===== src/rtl/raster_pkg.sv =====
// Shared definitions for the triangle rasterizer.
//   SCREEN_W/SCREEN_H : default raster scanned per frame
//   COORD_W           : unsigned vertex/pixel coordinate width
//   EDGE_W            : signed edge-function width (>= 2*COORD_W+2)
//   BARY_W            : width of the ua/va/wa/a output fields
//   rast_state_e      : scan controller states
//   pixel_inside()    : inclusive inside test on the three edge values
package raster_pkg;

    localparam int SCREEN_W = 640;
    localparam int SCREEN_H = 480;
    localparam int COORD_W  = 10;
    localparam int EDGE_W   = 22;
    localparam int BARY_W   = 20;

    typedef enum logic [1:0] {
        IDLE,
        SETUP1,
        SETUP2,
        SCAN
    } rast_state_e;

    // A pixel is covered only by a front-facing, non-degenerate triangle,
    // and pixels exactly on an edge (E == 0) count as inside.
    function automatic logic pixel_inside(input logic area_pos,
                                          input logic e12_ge0,
                                          input logic e20_ge0,
                                          input logic e01_ge0);
        return area_pos & e12_ge0 & e20_ge0 & e01_ge0;
    endfunction

endpackage


===== src/rtl/edge_stepper.sv =====
// Incremental evaluator for one triangle edge function.
//   clk, rst_n   : clock, asynchronous active-low reset
//   load_i       : capture init_i as both current and row-start value,
//                  and latch the per-pixel x step and per-row y step
//   step_x_i     : advance one pixel along the row (E += x step)
//   step_row_i   : wrap to the next row (row-start += y step, E = row-start)
//   init_i       : edge value at pixel (0,0)
//   xstep_i      : -(yj-yi)
//   ystep_i      : (xj-xi)
//   e_o          : edge value at the current pixel
module edge_stepper
    import raster_pkg::*;
#(
    parameter int EW = raster_pkg::EDGE_W
) (
    input  logic                 clk,
    input  logic                 rst_n,
    input  logic                 load_i,
    input  logic                 step_x_i,
    input  logic                 step_row_i,
    input  logic signed [EW-1:0] init_i,
    input  logic signed [EW-1:0] xstep_i,
    input  logic signed [EW-1:0] ystep_i,
    output logic signed [EW-1:0] e_o
);

    logic signed [EW-1:0] cur_q, cur_d;
    logic signed [EW-1:0] row_q, row_d;
    logic signed [EW-1:0] xs_q, xs_d;
    logic signed [EW-1:0] ys_q, ys_d;

    always_comb begin
        cur_d = cur_q;
        row_d = row_q;
        xs_d  = xs_q;
        ys_d  = ys_q;
        if (load_i) begin
            cur_d = init_i;
            row_d = init_i;
            xs_d  = xstep_i;
            ys_d  = ystep_i;
        end else if (step_row_i) begin
            // The next row restarts from the accumulated row-start value,
            // not from the end of the current row.
            row_d = row_q + ys_q;
            cur_d = row_q + ys_q;
        end else if (step_x_i) begin
            cur_d = cur_q + xs_q;
        end
    end

    always_ff @(posedge clk or negedge rst_n) begin
        if (!rst_n) begin
            cur_q <= '0;
            row_q <= '0;
            xs_q  <= '0;
            ys_q  <= '0;
        end else begin
            cur_q <= cur_d;
            row_q <= row_d;
            xs_q  <= xs_d;
            ys_q  <= ys_d;
        end
    end

    assign e_o = cur_q;

endmodule


===== src/rtl/triangle_rasterizer.sv =====
// Scans a WIDTH x HEIGHT raster for one triangle and streams one record per
// pixel (raster order) with edge weights, twice-area and a visible flag.
//   clk, rst_n          : clock, asynchronous active-low reset
//   start               : one-cycle request, vertices sampled when idle
//   x0,y0,x1,y1,x2,y2   : CCW vertices in y-down screen space
//   busy                : frame in progress (start accepted .. last handshake)
//   out_valid/out_ready : record handshake
//   px, py              : pixel coordinate of the record
//   ua, va, wa          : E12, E20, E01 at the pixel (zero when not visible)
//   a                   : twice triangle area (zero if degenerate/back-facing)
//   visible             : pixel inside the triangle (edges inclusive)
//   last                : record is the final pixel of the raster
//   done                : one-cycle pulse after the last handshake
module triangle_rasterizer #(
    parameter int WIDTH   = raster_pkg::SCREEN_W,
    parameter int HEIGHT  = raster_pkg::SCREEN_H,
    parameter int COORD_W = raster_pkg::COORD_W,
    parameter int EDGE_W  = raster_pkg::EDGE_W
) (
    input  logic                          clk,
    input  logic                          rst_n,
    input  logic                          start,
    input  logic [COORD_W-1:0]            x0,
    input  logic [COORD_W-1:0]            y0,
    input  logic [COORD_W-1:0]            x1,
    input  logic [COORD_W-1:0]            y1,
    input  logic [COORD_W-1:0]            x2,
    input  logic [COORD_W-1:0]            y2,
    output logic                          busy,
    output logic                          out_valid,
    input  logic                          out_ready,
    output logic [COORD_W-1:0]            px,
    output logic [COORD_W-1:0]            py,
    output logic [raster_pkg::BARY_W-1:0] ua,
    output logic [raster_pkg::BARY_W-1:0] va,
    output logic [raster_pkg::BARY_W-1:0] wa,
    output logic [raster_pkg::BARY_W-1:0] a,
    output logic                          visible,
    output logic                          last,
    output logic                          done
);

    import raster_pkg::*;

    rast_state_e state_q, state_d;

    logic [COORD_W-1:0] vx_in [3];
    logic [COORD_W-1:0] vy_in [3];
    logic [COORD_W-1:0] vx_q  [3];
    logic [COORD_W-1:0] vy_q  [3];

    // Edge k spans vertex (k+1)%3 -> (k+2)%3: index 0=E12, 1=E20, 2=E01.
    logic signed [EDGE_W-1:0] dx_w [3];
    logic signed [EDGE_W-1:0] dy_w [3];
    logic signed [EDGE_W-1:0] dx_q [3];
    logic signed [EDGE_W-1:0] dy_q [3];
    logic signed [EDGE_W-1:0] init_w [3];
    logic signed [EDGE_W-1:0] e_w [3];
    logic signed [EDGE_W-1:0] area_q, area_d;

    logic [COORD_W-1:0] px_q, px_d;
    logic [COORD_W-1:0] py_q, py_d;
    logic               done_q, done_d;

    logic scan, hs, row_end, at_last;
    logic load, step_x, step_row;
    logic area_pos, vis_w;

    assign vx_in[0] = x0;
    assign vx_in[1] = x1;
    assign vx_in[2] = x2;
    assign vy_in[0] = y0;
    assign vy_in[1] = y1;
    assign vy_in[2] = y2;

    assign scan    = (state_q == SCAN);
    assign hs      = scan && out_ready;
    assign row_end = (px_q == COORD_W'(WIDTH - 1));
    assign at_last = row_end && (py_q == COORD_W'(HEIGHT - 1));

    assign load     = (state_q == SETUP2);
    assign step_x   = hs && !row_end;
    assign step_row = hs && row_end && !at_last;

    for (genvar k = 0; k < 3; k++) begin : g_edge
        localparam int I = (k + 1) % 3;
        localparam int J = (k + 2) % 3;

        assign dx_w[k] = $signed(EDGE_W'(vx_q[J])) - $signed(EDGE_W'(vx_q[I]));
        assign dy_w[k] = $signed(EDGE_W'(vy_q[J])) - $signed(EDGE_W'(vy_q[I]));

        // E(0,0) = (xj-xi)*(0-yi) - (yj-yi)*(0-xi)
        assign init_w[k] = dy_q[k] * $signed(EDGE_W'(vx_q[I]))
                         - dx_q[k] * $signed(EDGE_W'(vy_q[I]));

        edge_stepper #(.EW(EDGE_W)) u_edge (
            .clk        (clk),
            .rst_n      (rst_n),
            .load_i     (load),
            .step_x_i   (step_x),
            .step_row_i (step_row),
            .init_i     (init_w[k]),
            .xstep_i    (-dy_q[k]),
            .ystep_i    (dx_q[k]),
            .e_o        (e_w[k])
        );
    end

    // E01(x2,y2) rewritten with the registered E20 differences:
    // (x1-x0)*(y2-y0) - (y1-y0)*(x2-x0), where (x2-x0) = -dx20, (y2-y0) = -dy20.
    always_comb begin
        area_d = area_q;
        if (state_q == SETUP2) begin
            area_d = dy_q[2] * dx_q[1] - dx_q[2] * dy_q[1];
        end
    end

    always_comb begin
        state_d = state_q;
        px_d    = px_q;
        py_d    = py_q;
        done_d  = 1'b0;
        case (state_q)
            IDLE: begin
                if (start) state_d = SETUP1;
            end
            SETUP1: state_d = SETUP2;
            SETUP2: begin
                state_d = SCAN;
                px_d    = '0;
                py_d    = '0;
            end
            SCAN: begin
                if (hs) begin
                    if (at_last) begin
                        state_d = IDLE;
                        done_d  = 1'b1;
                    end else if (row_end) begin
                        px_d = '0;
                        py_d = py_q + 1'b1;
                    end else begin
                        px_d = px_q + 1'b1;
                    end
                end
            end
            default: state_d = IDLE;
        endcase
    end

    always_ff @(posedge clk or negedge rst_n) begin
        if (!rst_n) begin
            state_q <= IDLE;
            px_q    <= '0;
            py_q    <= '0;
            done_q  <= 1'b0;
            area_q  <= '0;
            for (int k = 0; k < 3; k++) begin
                vx_q[k] <= '0;
                vy_q[k] <= '0;
                dx_q[k] <= '0;
                dy_q[k] <= '0;
            end
        end else begin
            state_q <= state_d;
            px_q    <= px_d;
            py_q    <= py_d;
            done_q  <= done_d;
            area_q  <= area_d;
            // Vertices are only captured from IDLE; a start during a frame
            // leaves the triangle being scanned untouched.
            if (state_q == IDLE && start) begin
                for (int k = 0; k < 3; k++) begin
                    vx_q[k] <= vx_in[k];
                    vy_q[k] <= vy_in[k];
                end
            end
            if (state_q == SETUP1) begin
                for (int k = 0; k < 3; k++) begin
                    dx_q[k] <= dx_w[k];
                    dy_q[k] <= dy_w[k];
                end
            end
        end
    end

    // Record fields decode only registered state, so out_ready never reaches
    // out_valid or the data combinationally and fields hold during stalls.
    assign area_pos = (area_q > 0);
    assign vis_w    = scan && pixel_inside(area_pos, e_w[0] >= 0, e_w[1] >= 0, e_w[2] >= 0);

    assign busy      = (state_q != IDLE);
    assign out_valid = scan;
    assign px        = scan ? px_q : '0;
    assign py        = scan ? py_q : '0;
    assign ua        = vis_w ? e_w[0][BARY_W-1:0] : '0;
    assign va        = vis_w ? e_w[1][BARY_W-1:0] : '0;
    assign wa        = vis_w ? e_w[2][BARY_W-1:0] : '0;
    assign a         = (scan && area_pos) ? area_q[BARY_W-1:0] : '0;
    assign visible   = vis_w;
    assign last      = scan && at_last;
    assign done      = done_q;

endmodule


===== config.mk =====
export PLATFORM = sky130hd
export DESIGN_NAME = triangle_rasterizer
export DESIGN_NICKNAME = d
export VERILOG_FILES = /design/src/rtl/raster_pkg.sv /design/src/rtl/edge_stepper.sv /design/src/rtl/triangle_rasterizer.sv
export SDC_FILE = /design/constraint.sdc
export NUM_CORES = 2
export LEC_CHECK = 0
export CORE_ASPECT_RATIO = 0.6
export CORE_MARGIN = 1.5
export CORE_UTILIZATION = 65
export CTS_CLUSTER_DIAMETER = 200
export DETAILED_ROUTE_END_ITERATION = 10
export PLACE_DENSITY = 0.83
export SLEW_MARGIN = 0
export SYNTH_ARGS = -nofsm -noshare
export SYNTH_HDL_FRONTEND = slang
export SYNTH_HIERARCHICAL = 1
export SYNTH_SLANG_ARGS = --single-unit

===== constraint.sdc =====
create_clock -name clk -period 9.32 [get_ports clk]
set_clock_uncertainty 0.1 [all_clocks]
set_input_delay 1.864 -clock clk [delete_from_list [all_inputs] [get_ports clk]]
set_output_delay 1.864 -clock clk [all_outputs]
set_load 0.05 [all_outputs]

Yosys cells after proc, flatten, opt, wreduce, memory -nomap -nowiden. Index checks and enable logic that the tools add are counted.

Flip-flop bits (word level): 501. Bits of input ports: 64. Output and inout bits: 105. Word-level logic and storage cells: 130.

$add $sub $neg: 21. $mul: 8. Magnitude comparators: 4. Equality and inequality tests: 10. Multiplexer cells: 36. Bitwise gates (word level): 3. Reduce and logical (&&, ||, !) cells: 19.

Operator list (count): $mux 22 (15); $add 22x22->22 (6); $mul 22x11->22 (6); $sub 22x22->22 (4); $mux 10 (8); $mux 20 (4); $ge 22x1->1 const B (3); $neg 22->22 (3); $sub 10x10->11 (6); $mul 22x22->22 (2); $pmux 10 s2 (2); $gt 22x1->1 const B (1); $add 10x1->10 const B (2); $eq 10x10->1 const B (1); $eq 10x9->1 const B (1); $logic_and 1x1->1 (9); $pmux 2 s4 (1); $mux 2 (3); $ne 2x1->1 const B (3); $reduce_and 3->1 (2); $reduce_bool 2->1 (3); $eq 2x2->1 const B (2); $ne 2x2->1 const B (2); $reduce_and 4->1 (1); 6 further kinds (11).

Logic depth before layout (Yosys ltp).
Word-level depth: 6. Gate-level depth with buffers: 29. Depth with buffers taken out: 28.

Modules after synthesis. Netlist, hierarchy kept.

Modules (own cells, without submodules): triangle_rasterizer (instances 1, cells an instance 5351, area an instance 50288.2 um^2, sequential area each 4279.1 um^2); edge_stepper (instances 3, cells an instance 575, area an instance 5617.9 um^2, sequential area each 2202.1 um^2).

Least setup slack after synthesis. Ideal clock, no wire load.

Path kind: reg-to-reg. Start point: register dy_q[8] (netlist bit). End point: register area_q[21]. Setup time: 0.125 ns. Data arrival time: 7.158 ns. Path slack: 1.937 ns. Stages on the path, launching flop included: 28. Clock period less this slack: 7.383 ns. Path through: dfrtp_1 > clkbuf_1 > clkbuf_1 > nand2_1 > fa_1 > inv_1 > fa_1 > fa_1 > fa_1 > inv_1 > fa_1 > inv_1 > fa_1 > fa_1 > fa_1 > inv_1 > fa_1 > inv_1 > ha_1 > clkbuf_1 > a21o_1 > a21oi_1 > o21ai_0 > a22o_1 > o21ai_0 > a21oi_1 > xnor2_1 > mux2_4.

Cells in the longest elaborated chain, start to end: 2.

Ends and longest elaborated chain: start, declared (line triangle_rasterizer.sv:56) `logic signed [EDGE_W-1:0] dy_q [3];`; start signal, assigned by index (line triangle_rasterizer.sv:180) `dy_q[k] <= dy_w[k];`; $mul 22x22->22 (line triangle_rasterizer.sv:114) `area_d = dy_q[2] * dx_q[1] - dx_q[2] * dy_q[1];`; $sub 22x22->22 (line triangle_rasterizer.sv:114); end signal, assigned (line triangle_rasterizer.sv:168) `area_q <= area_d;`; end, declared (line triangle_rasterizer.sv:59) `logic signed [EDGE_W-1:0] area_q, area_d;`.

No other way between the ends. A chain may end at the register's enable or synchronous reset.

Worst setup path after layout.
Start point: register dy_q[5] (netlist bit). End point: register area_q[21].

Same word-level chain as after synthesis.

==> out/qor.txt <==
row cnt: 91
ys async rst share: 100%
share of cells above drive strength 1: 6.18%
Hold Crit Start: g_edge[2].u_edge/row_q[0]
EDFF count, synth: 0
fin crit share: 89.9%
Port Buf Inserts: 168
Hold Fails Final Rpt: 0
Data arrival, critical path: 8800 ps
post-DP HPWL: 156000 um
crit-path max FO: 24
global placement routability congestion: 1.02
CTS root buf: clkbuf_16
Initial Util: 65.4%
status: complete, no violations
die area: 105000 um2
CTS tree: done
number of global-route vias before repair: 53000
RSZ-0062 raised after global routing: false
post-detailed-route count of antenna-violating nets: 0
reg2reg end: area_q[21]
Max-Cap Viols: 0
Filler cells: 7553
library cells used by synthesis: 101
Hold Path Class: reg -> reg
Yosys warnings: 6
Hold Path Stages: 2
R2R depth: 24
total number of vias: 51700
Mapped Cells: 7076
Longest Clk Path Bufs: 3
initial antenna violation count: 7
Nets: 8842
Critical R2R Launch: dy_q[5]
total grt overflow: 0
worst-case hold path end point: g_edge[2].u_edge/row_q[0]
Post-CTS Setup Repair Bufs: 0
count of final setup violators: 0
area delta synth->final: 7.03%
CP endpoint kind: flop
core footprint: 103000 um2
Setup Crit Path Kind: reg -> reg
number of synthesized register bits: 435
Seq/Total Area, Yosys: 16.2%
post-layout min period: 8380 ps
post-CTS sizing: 0
Max Fclk: 119 MHz
DRT iter0 DRCs: 5981
CTS Hold Buffers Added: 0
syn_nets: 8840
WL final: 195000 um
Total GRT Usage: 37.9%
Worst Path Required: 9740 ps
DRC viols: 0
CTS Buf Count: 49
synthesized cell area: 67100 um2
wire length of the first global-routing pass: 307000 um
largest net degree at the start of global routing: 136
Syn Area/Cell: 9.49 um2
clk slew on worst S/H paths: 70 ps
I/O pins: 169
Critical Path Source Type: flop
CTS sink cnt: 435
Sum Neg Setup Slack: 0 ps
worst skew pair latency: 640 ps
Die Wd: 418 um
Slew Limit Headroom: 8.70%
die height: 252 um
Slew Viols, Final: 0
commonest register cell after synthesis: dfrtp_1
H-tree depth: 2
Reg2Reg Setup Slack: 940 ps
Pre-Repair DR Iteration Count: 6
slew at the pin closest to its max-slew limit: 1370 ps
DR WL/cell: 22.9 um
via/cell ratio: 6.07
[routing by layer]
metal | track usage (%) | wire, um | vias to the layer above
met5 | 0 | 13 | -
met4 | 11.9 | 6710 | 2
met3 | 12.6 | 28100 | 410
met2 | 51.8 | 78500 | 3038
met1 | 56.8 | 81800 | 25800
li1 | - | - | 22400
[cells by family after synthesis]
kind of cell	share of synthesized area, %
AND/OR/NAND/NOR	13.1
adder cells (fa/ha/maj)	43.7
buffers and inverters	9.25
AO/OA/AOI/OAI	10.2
flip-flops	16.2
XOR/XNOR	3.79
multiplexers	3.66
[worst max path at each step]
stage,to,cells past startpoint,startpoint
after floorplan,area_q[21],27,dy_q[8]
after global placement,area_q[21],22,dy_q[4]
after detailed placement,area_q[21],24,dy_q[5]
after CTS,area_q[21],24,dy_q[5]
after global routing,area_q[21],24,dy_q[5]
final,area_q[21],24,dy_q[5]
[state kept, by name (all words and copies together) (netlist names)]
register and count:
area_q 22, done 1, vx_q 30, dy_q 33, vy_q 30, g_edge.u_edge/ys_q 66, g_edge.u_edge/e_o 66, state_q 2
g_edge.u_edge/xs_q 66, px_q 10, g_edge.u_edge/row_q 66, dx_q 33, py_q 10
[cell usage in the layout, fill, tap and decap left out, types with 20 or more instances in the layout]
| cell | n |
|---|---|
| o21ai_1 | 26 |
| a211oi_1 | 29 |
| xor2_1 | 93 |
| or3_1 | 20 |
| mux2_2 | 210 |
| xnor2_1 | 193 |
| o21ai_0 | 163 |
| a21boi_0 | 36 |
| a21o_1 | 100 |
| nand4_1 | 20 |
| inv_1 | 1343 |
| o21a_1 | 66 |
| dfrtp_1 | 435 |
| buf_4 | 68 |
| o31ai_1 | 60 |
| ha_1 | 622 |
| clkbuf_16 | 50 |
| o22a_1 | 34 |
| a21oi_1 | 277 |
| nand2_1 | 654 |
| nor2b_1 | 35 |
| nand2b_1 | 26 |
| a31oi_1 | 32 |
| and2_1 | 561 |
| nand3_1 | 46 |
| fa_1 | 1076 |
| nor3_1 | 66 |
| o21bai_1 | 30 |
| clkdlybuf4s50_1 | 167 |
| o211ai_1 | 23 |
| nor2_1 | 237 |
[cells in the mapped netlist, drive strengths merged (9+ instances only)]
| master | instances | area, um2 |
|---|---|---|
| clkbuf | 269 | 1010 |
| and2 | 563 | 3520 |
| xnor2 | 194 | 1710 |
| and3 | 17 | 106 |
| nand2 | 657 | 2480 |
| a211oi | 33 | 275 |
| o211ai | 23 | 173 |
| o2111ai | 10 | 93.8 |
| a21oi | 280 | 1420 |
| o31ai | 63 | 488 |
| o41ai | 9 | 93.8 |
| nand4 | 21 | 138 |
| o21bai | 30 | 225 |
| o22a | 34 | 298 |
| a21o | 106 | 803 |
| a31oi | 32 | 200 |
| nor3b | 15 | 113 |
| a21boi | 39 | 293 |
| or2 | 9 | 56.3 |
| fa | 1076 | 21500 |
| or3 | 21 | 136 |
| mux2 | 211 | 2380 |
| a22oi | 21 | 173 |
| nor3 | 66 | 330 |
| xor2 | 93 | 815 |
| dfrtp | 435 | 10900 |
| a22o | 9 | 78.8 |
| nand3 | 46 | 230 |
| o21a | 67 | 510 |
| ha | 624 | 7810 |
| nor2 | 241 | 921 |
| nor4 | 19 | 138 |
| buf | 19 | 128 |
| nor2b | 35 | 219 |
| a211o | 15 | 131 |
| inv | 1345 | 5050 |
| o21ai | 189 | 946 |
| nand2b | 26 | 163 |
[stage by stage]
stage	hold WS, ps	std cells	utilization (%)	worst slack, ps	area (um2)
after floorplan	350	7076	-	1940	67100
after global placement	365	8422	68.3	1280	70100
after detailed placement	371	8422	68.3	1020	70100
after CTS	386	8512	70.0	992	71800
after global routing	401	8512	70.0	650	71800
final	385	8518	70.0	941	71900
[worst max-delay path: stages (launching register included)]
cell,delay (ps)
dfrtp_1,1200
nand2_1,200
fa_1,600
inv_1,50
fa_1,400
fa_1,490
ha_1,290
inv_1,40
fa_1,490
inv_1,90
fa_1,500
fa_1,500
fa_1,500
inv_1,60
fa_1,490
inv_1,50
ha_1,320
and2_1,200
a221oi_1,510
o21ai_0,210
a22o_1,310
o21ai_0,170
a21oi_1,100
xnor2_1,140
mux2_4,260
[layout make-up]
| type | count | area (um2) | share of cell area, % |
|---|---|---|---|
| flip-flops and latches | 435 | 10900 | 15.1 |
| repair buffers | 239 | 2260 | 3.14 |
| diodes | 6 | 15.0 | 0.0209 |
| well taps | 1395 | 1750 | 2.43 |
| inverters | 1352 | 5080 | 7.06 |
| clock inverters | 25 | 365 | 0.508 |
| multi-input cells | 5001 | 50100 | 69.7 |
| clock buffers | 65 | 1410 | 1.96 |
Power is not shown: default switching activity piles up to over one toggle a cycle in this logic, so the estimate is an artifact.
